### src/rtl/datapath_seq_if.sv
// datapath_seq_if: operation request channel of datapath_seq.
//   in_valid   : requester has an operation to issue
//   in_ready   : datapath can accept an operation this cycle
//   ALUControl : opcode (ADD, SUB, AND, XOR, OR, SLT, SLL, SRL)
//   addr1/2/3  : source A, source B and destination register indices
// The master modport is the requester; the slave modport is the datapath.
interface datapath_seq_if #(
  parameter int AW = 2
);
  logic          in_valid;
  logic          in_ready;
  logic [2:0]    ALUControl;
  logic [AW-1:0] addr1;
  logic [AW-1:0] addr2;
  logic [AW-1:0] addr3;

  modport master (
    output in_valid, ALUControl, addr1, addr2, addr3,
    input  in_ready
  );

  modport slave (
    input  in_valid, ALUControl, addr1, addr2, addr3,
    output in_ready
  );
endinterface

### src/rtl/datapath_seq.sv
// datapath_seq: multi-cycle register-file ALU datapath.
// An accepted operation walks IDLE -> READ -> EXEC -> DONE: operands are
// read in READ, the ALU result is written back (register, result, flags)
// on the EXEC edge and done pulses for the DONE cycle.
// Ports:
//   clk, rst          : clock, asynchronous active-low reset
//   op (slave)        : operation request channel (valid/ready, opcode, addrs)
//   ld_en/addr/data   : host register load, honoured only in IDLE, wins over op
//   rd_addr/rd_data   : combinational debug read of the register file
//   result, Zero, Ovf : value and flags of the last write-back
//   done              : one-cycle pulse following a write-back
module datapath_seq #(
  parameter  int WIDTH = 32,
  parameter  int NREGS = 4,
  localparam int AW    = $clog2(NREGS)
) (
  input  logic                 clk,
  input  logic                 rst,
  datapath_seq_if.slave        op,
  input  logic                 ld_en,
  input  logic [AW-1:0]        ld_addr,
  input  logic [WIDTH-1:0]     ld_data,
  input  logic [AW-1:0]        rd_addr,
  output logic [WIDTH-1:0]     rd_data,
  output logic [WIDTH-1:0]     result,
  output logic                 Zero,
  output logic                 Ovf,
  output logic                 done
);
  localparam int SW = $clog2(WIDTH);

  typedef enum logic [1:0] {
    IDLE = 2'd0,
    READ = 2'd1,
    EXEC = 2'd2,
    DONE = 2'd3
  } state_t;

  state_t           state_r;
  state_t           state_next_s;
  logic [WIDTH-1:0] regs_r [NREGS];
  logic [2:0]       opc_r;
  logic [AW-1:0]    a1_r;
  logic [AW-1:0]    a2_r;
  logic [AW-1:0]    a3_r;
  logic [WIDTH-1:0] opa_r;
  logic [WIDTH-1:0] opb_r;
  logic [WIDTH:0]   alu_s;
  logic [WIDTH-1:0] result_r;
  logic             zero_r;
  logic             ovf_r;
  logic             done_r;
  logic             accept_s;
  logic             load_s;

  // ALU: returns {signed_overflow, value}; overflow only meaningful for ADD/SUB.
  function automatic logic [WIDTH:0] alu_f(input logic [2:0] opc,
                                           input logic [WIDTH-1:0] a,
                                           input logic [WIDTH-1:0] b);
    logic [WIDTH-1:0] r;
    logic             v;
    r = {WIDTH{1'b0}};
    v = 1'b0;
    case (opc)
      3'b000: begin
        r = a + b;
        // Same-sign operands producing an opposite-sign sum.
        v = (a[WIDTH-1] == b[WIDTH-1]) && (r[WIDTH-1] != a[WIDTH-1]);
      end
      3'b001: begin
        r = a - b;
        // Different-sign operands where the difference takes B's sign.
        v = (a[WIDTH-1] != b[WIDTH-1]) && (r[WIDTH-1] != a[WIDTH-1]);
      end
      3'b010:  r = a & b;
      3'b011:  r = a ^ b;
      3'b100:  r = a | b;
      3'b101:  r = {{(WIDTH-1){1'b0}}, ($signed(a) < $signed(b))};
      3'b110:  r = a << b[SW-1:0];
      3'b111:  r = a >> b[SW-1:0];
      default: r = {WIDTH{1'b0}};
    endcase
    return {v, r};
  endfunction

  assign accept_s    = (state_r == IDLE) && op.in_valid && !ld_en;
  assign load_s      = (state_r == IDLE) && ld_en;
  assign op.in_ready = rst && (state_r == IDLE) && !ld_en;
  assign alu_s       = alu_f(opc_r, opa_r, opb_r);
  assign rd_data     = regs_r[rd_addr];
  assign result      = result_r;
  assign Zero        = zero_r;
  assign Ovf         = ovf_r;
  assign done        = done_r;

  // State register.
  always_ff @(posedge clk or negedge rst) begin
    if (!rst) begin
      state_r <= IDLE;
    end else begin
      state_r <= state_next_s;
    end
  end

  // Next-state logic: only IDLE waits; the other states advance unconditionally.
  always_comb begin
    state_next_s = state_r;
    case (state_r)
      IDLE: begin
        if (accept_s) begin
          state_next_s = READ;
        end else begin
          state_next_s = IDLE;
        end
      end
      READ:    state_next_s = EXEC;
      EXEC:    state_next_s = DONE;
      DONE:    state_next_s = IDLE;
      default: state_next_s = IDLE;
    endcase
  end

  // Register file: reset to R[i]=i, written by EXEC write-back or an IDLE host load.
  always_ff @(posedge clk or negedge rst) begin
    if (!rst) begin
      for (int i = 0; i < NREGS; i++) begin
        regs_r[i] <= WIDTH'(i);
      end
    end else if (state_r == EXEC) begin
      regs_r[a3_r] <= alu_s[WIDTH-1:0];
    end else if (load_s) begin
      regs_r[ld_addr] <= ld_data;
    end
  end

  // Operation capture: opcode/addresses on acceptance, operand values in READ.
  always_ff @(posedge clk or negedge rst) begin
    if (!rst) begin
      opc_r <= 3'b000;
      a1_r  <= {AW{1'b0}};
      a2_r  <= {AW{1'b0}};
      a3_r  <= {AW{1'b0}};
      opa_r <= {WIDTH{1'b0}};
      opb_r <= {WIDTH{1'b0}};
    end else begin
      if (accept_s) begin
        opc_r <= op.ALUControl;
        a1_r  <= op.addr1;
        a2_r  <= op.addr2;
        a3_r  <= op.addr3;
      end
      if (state_r == READ) begin
        opa_r <= regs_r[a1_r];
        opb_r <= regs_r[a2_r];
      end
    end
  end

  // Write-back outputs: result/flags held between write-backs, done follows EXEC.
  always_ff @(posedge clk or negedge rst) begin
    if (!rst) begin
      result_r <= {WIDTH{1'b0}};
      zero_r   <= 1'b0;
      ovf_r    <= 1'b0;
      done_r   <= 1'b0;
    end else begin
      if (state_r == EXEC) begin
        result_r <= alu_s[WIDTH-1:0];
        zero_r   <= (alu_s[WIDTH-1:0] == {WIDTH{1'b0}});
        ovf_r    <= alu_s[WIDTH] && (opc_r == 3'b000 || opc_r == 3'b001);
      end
      done_r <= (state_r == EXEC);
    end
  end
endmodule

### src/flat_wrapper.sv
// flat-port wrapper written by rule: the top's interface ports become plain ports
module datapath_seq_flat 
#(
  parameter  int WIDTH = 32,
  parameter  int NREGS = 4,
  localparam int AW    = $clog2(NREGS)
)
  (clk, rst, ld_en, ld_addr, ld_data, rd_addr, rd_data, result, Zero, Ovf, done, op_in_valid, op_ALUControl, op_addr1, op_addr2, op_addr3, op_in_ready);
  datapath_seq_if #(.AW((2))) op_i ();
  input  logic clk;
  input  logic rst;
  input  logic ld_en;
  input  logic [AW-1:0] ld_addr;
  input  logic [WIDTH-1:0] ld_data;
  input  logic [AW-1:0] rd_addr;
  output logic [WIDTH-1:0] rd_data;
  output logic [WIDTH-1:0] result;
  output logic Zero;
  output logic Ovf;
  output logic done;
  input wire logic [$bits(op_i.in_valid)-1:0] op_in_valid;
  input wire logic [$bits(op_i.ALUControl)-1:0] op_ALUControl;
  input wire logic [$bits(op_i.addr1)-1:0] op_addr1;
  input wire logic [$bits(op_i.addr2)-1:0] op_addr2;
  input wire logic [$bits(op_i.addr3)-1:0] op_addr3;
  output wire logic [$bits(op_i.in_ready)-1:0] op_in_ready;
  assign op_i.in_valid = op_in_valid;
  assign op_i.ALUControl = op_ALUControl;
  assign op_i.addr1 = op_addr1;
  assign op_i.addr2 = op_addr2;
  assign op_i.addr3 = op_addr3;
  assign op_in_ready = op_i.in_ready;
  datapath_seq #(.WIDTH(WIDTH), .NREGS(NREGS)) u_core (.clk(clk), .rst(rst), .op(op_i), .ld_en(ld_en), .ld_addr(ld_addr), .ld_data(ld_data), .rd_addr(rd_addr), .rd_data(rd_data), .result(result), .Zero(Zero), .Ovf(Ovf), .done(done));
endmodule
### config.mk
export PLATFORM = sky130hd
export DESIGN_NAME = datapath_seq_flat
export DESIGN_NICKNAME = d
export VERILOG_FILES = /design/src/rtl/datapath_seq_if.sv /design/src/rtl/datapath_seq.sv /design/src/flat_wrapper.sv
export SDC_FILE = /design/constraint.sdc
export NUM_CORES = 1
export LEC_CHECK = 0
export CAP_MARGIN = 15
export CORE_UTILIZATION = 55
export CTS_BUF_LIST = sky130_fd_sc_hd__clkbuf_4 sky130_fd_sc_hd__clkbuf_8 sky130_fd_sc_hd__clkbuf_16
export DETAILED_ROUTE_END_ITERATION = 8
export GPL_TIMING_DRIVEN = 0
export PLACE_DENSITY = 0.74
export SYNTH_ARGS = -nofsm -noshare
export SYNTH_HDL_FRONTEND = slang
export SYNTH_SLANG_ARGS = --single-unit
### constraint.sdc
create_clock -name clk -period 9.1 [get_ports clk]
set_input_delay 1.82 -clock clk [delete_from_list [all_inputs] [get_ports clk]]
set_output_delay 1.82 -clock clk [all_outputs]
set_load 0.1 [all_outputs]
==> results.md <==
- CTS sink cnt: 238
- Cell variety after synth: 93
- Tcrit/Tclk final: 0.997
- Setup Skew: 45.1 ps
- Synth Net Count: 2,539
- Final worst path period need: 9070 ps
- Post-synth top area cell: dfrtp_1
- Port Buffer Count: 115
- GRT overflow: 0
- Clock latency at the later pin of the worst-skew pair: 600 ps
- Worst Path Arrival: 9560 ps
- Synthesis Warnings: 0
- Post-route cell area: 24,200 um2
- CTS Buffer Depth: 3
- Ys async rst share: 1.00
- Reg-to-Reg Start: u_core.opb_r[2]
- Placer Congestion: 1.11
- Share of cells above drive strength 1: 0.115
- Iteration-0 DRC Markers: 4,175
- Post-DP HPWL: 76.0 mm
- Crit end category: flop
- Yosys reg bits: 238
- Setup TNS: 0 ps
- Critical Path Start: u_core.opb_r[2]
- CP Max Fanout: 11
- RSZ-0062 raised after global routing: false
- Area post-placement: 23,200 um2
- Chip height: 199 um
- Area contributors post-synth: dfrtp_1 (27%), mux4_2 (14%), ha_1 (5.9%)
- Dpl cells: 3,016
- Post-synthesis sequential area ratio: 0.279
- Tot GR Track Use: 0.524
- Mean cell area of the mapped netlist: 8.94 um2
- CTS root buf: clkbuf_16
- Worst EP required: 9590 ps
- Worst R2R Setup Slack: 30 ps
- Die ar.: 39,600 um2
- EDFF count, synth: 0
- Nets: 2,687
- Violated checks: design-rule violations
- Routed len/inst: 33.2 um
- Max_slew headroom: 0.140
- Worst Setup Start Kind: flop
- Max-cap viol count: 0
- Synth Flop Type: dfrtp_1
- Max Slew Vio Count: 0
- Vias: 23,400
- Largest net degree at the start of global routing: 124
- CTS tree: done
- Worst-Margin Slew: 1290 ps
- Starting Density: 0.563
- CP Class: reg -> reg
- Area of the multi-input gates: 14,100 um2
- Setup-failing EPs final: 0
- Util after Layout: 0.639
- First-pass DRT Iterations: 9
- # fillers: 3,108
- Drc violations: 9
- HP Class: reg -> reg
- Synthesized area: 21,300 um2
- Fin. Hold Viols: 0
- Core area: 37,900 um2
- Worst hold start: u_core.result[26]
- Area delta synth->final: 13.6%
- I/O pins: 117
- Core Rows: 71
- CTS clock-pin slew for the worst setup and hold paths: 60 ps
- Num CTS Buffers: 28
- Antenna violations before repair: 13
- Vias/cell: 7.62
- Most common cell in the netlist: nand2_1
- Vias in the first global route: 22,500
- Mapped Cells: 2,388
- Layout Cells excl Fill: 3,075
- WL final: 102 mm
- CTS H-tree depth: 1
- Area share of the largest cell type after synthesis: 0.274
- Commonest cells post-synth: nand2_1 (271), dfrtp_1 (234), o21ai_0 (180), clkbuf_1 (167), nor2_1 (157)
- Final ANT Viol Nets: 0
- Register Area: 5960 um2
- Die span in x: 199 um
- Status: finished with violations
- Global-route wire length before repair: 149 mm
- Fmax: 110 MHz
==> stage by stage <==
step	hold WS (ps)	worst slack, ps
after floorplan	479	3810
after global placement	473	-4900
after detailed placement	481	521
after CTS	499	479
after global routing	524	10.4
final	498	26.6
==> final cells by class <==
cell class / count / area share
inverter: 110 / 0.0170
clock buffer: 36 / 0.0316
tap: 511 / 0.0264
multi-input combinational: 1823 / 0.581
sequential: 238 / 0.246
buffer: 217 / 0.0373
timing repair buffer: 118 / 0.0494
antenna: 6 / 0.000619
clock inverter: 16 / 0.0106
==> cell families after synthesis <==
group | after synthesis | share of synthesized area
and+or+nand+nor | 733 | 0.160
xor gates and xnor gates | 25 | 0.0103
muxes | 249 | 0.196
adders and majority gates | 102 | 0.0605
AOI/OAI and AO/OA | 714 | 0.232
DFF | 238 | 0.279
buffers and inverters | 327 | 0.0614
==> worst paths after layout <==
kind                                endpoint  cells after the start
setup reg to reg                 u_core.Zero                     19
min in group asynchronous  u_core.regs_r[92]                      1
max in group asynchronous   u_core.result[3]                      2
setup / recovery                 u_core.Zero                     19
hold reg to reg            u_core.result[26]                      2
hold / removal             u_core.result[26]                      2
==> per-layer routing <==
layer / track usage / wire length [um]
met5: 0.0166 / 153
met4: 0.399 / 9990
met3: 0.211 / 15400
met2: 0.755 / 42300
met1: 0.622 / 34200
==> timing repair <==
| action | 4_1_cts | 5_1_grt |
|---|---|---|
| resized for setup | 0 | 3 |
| hold buffers | 0 | 0 |
| endpoints found under the setup margin | 0 | 1 |
| setup buffers | 0 | 0 |
==> critical path, cell delays in order, from the launching register on <==
cell and delay, ps:
dfrtp_1 380, clkbuf_1 340, inv_1 260, clkbuf_1 760, buf_1 750, clkbuf_1 580
clkdlybuf4s15_1 870, ha_1 360, clkbuf_1 200, nor3_1 360, o31ai_1 170, a2111oi_1 970
o21ai_0 300, a31o_2 270, nor3_2 490, o211ai_1 270, nor4_1 570, nand4_1 200
or4_1 610, o41ai_2 240
==> state kept, by name (all words and copies together), names as in the netlist <==
signal,count
u_core.Ovf,1
u_core.a1_r,2
u_core.opc_r,3
u_core.a2_r,2
u_core.opa_r,32
u_core.done,1
u_core.result,32
u_core.opb_r,32
u_core.state_r,2
u_core.a3_r,2
u_core.regs_r,128
u_core.Zero,1
==> cells in the final DEF, fill, tap and decap left out, drive strengths merged, types with 26 or more instances in the layout <==
cell type and instances:
a211oi 26, a21oi 118, buf 53, clkbuf 203
clkdlybuf4s50 114, dfrtp 234, ha 100, inv 109
mux2 56, mux2i 63, mux4 130, nand2 271
nand3 96, nor2 157, nor2b 49, nor3 40
o211ai 35, o21ai 181, o221ai 98, o22ai 47
Power is left out: the tool's default activity adds up to more than one toggle a clock period on the data nets, which glitch-free logic cannot reach.
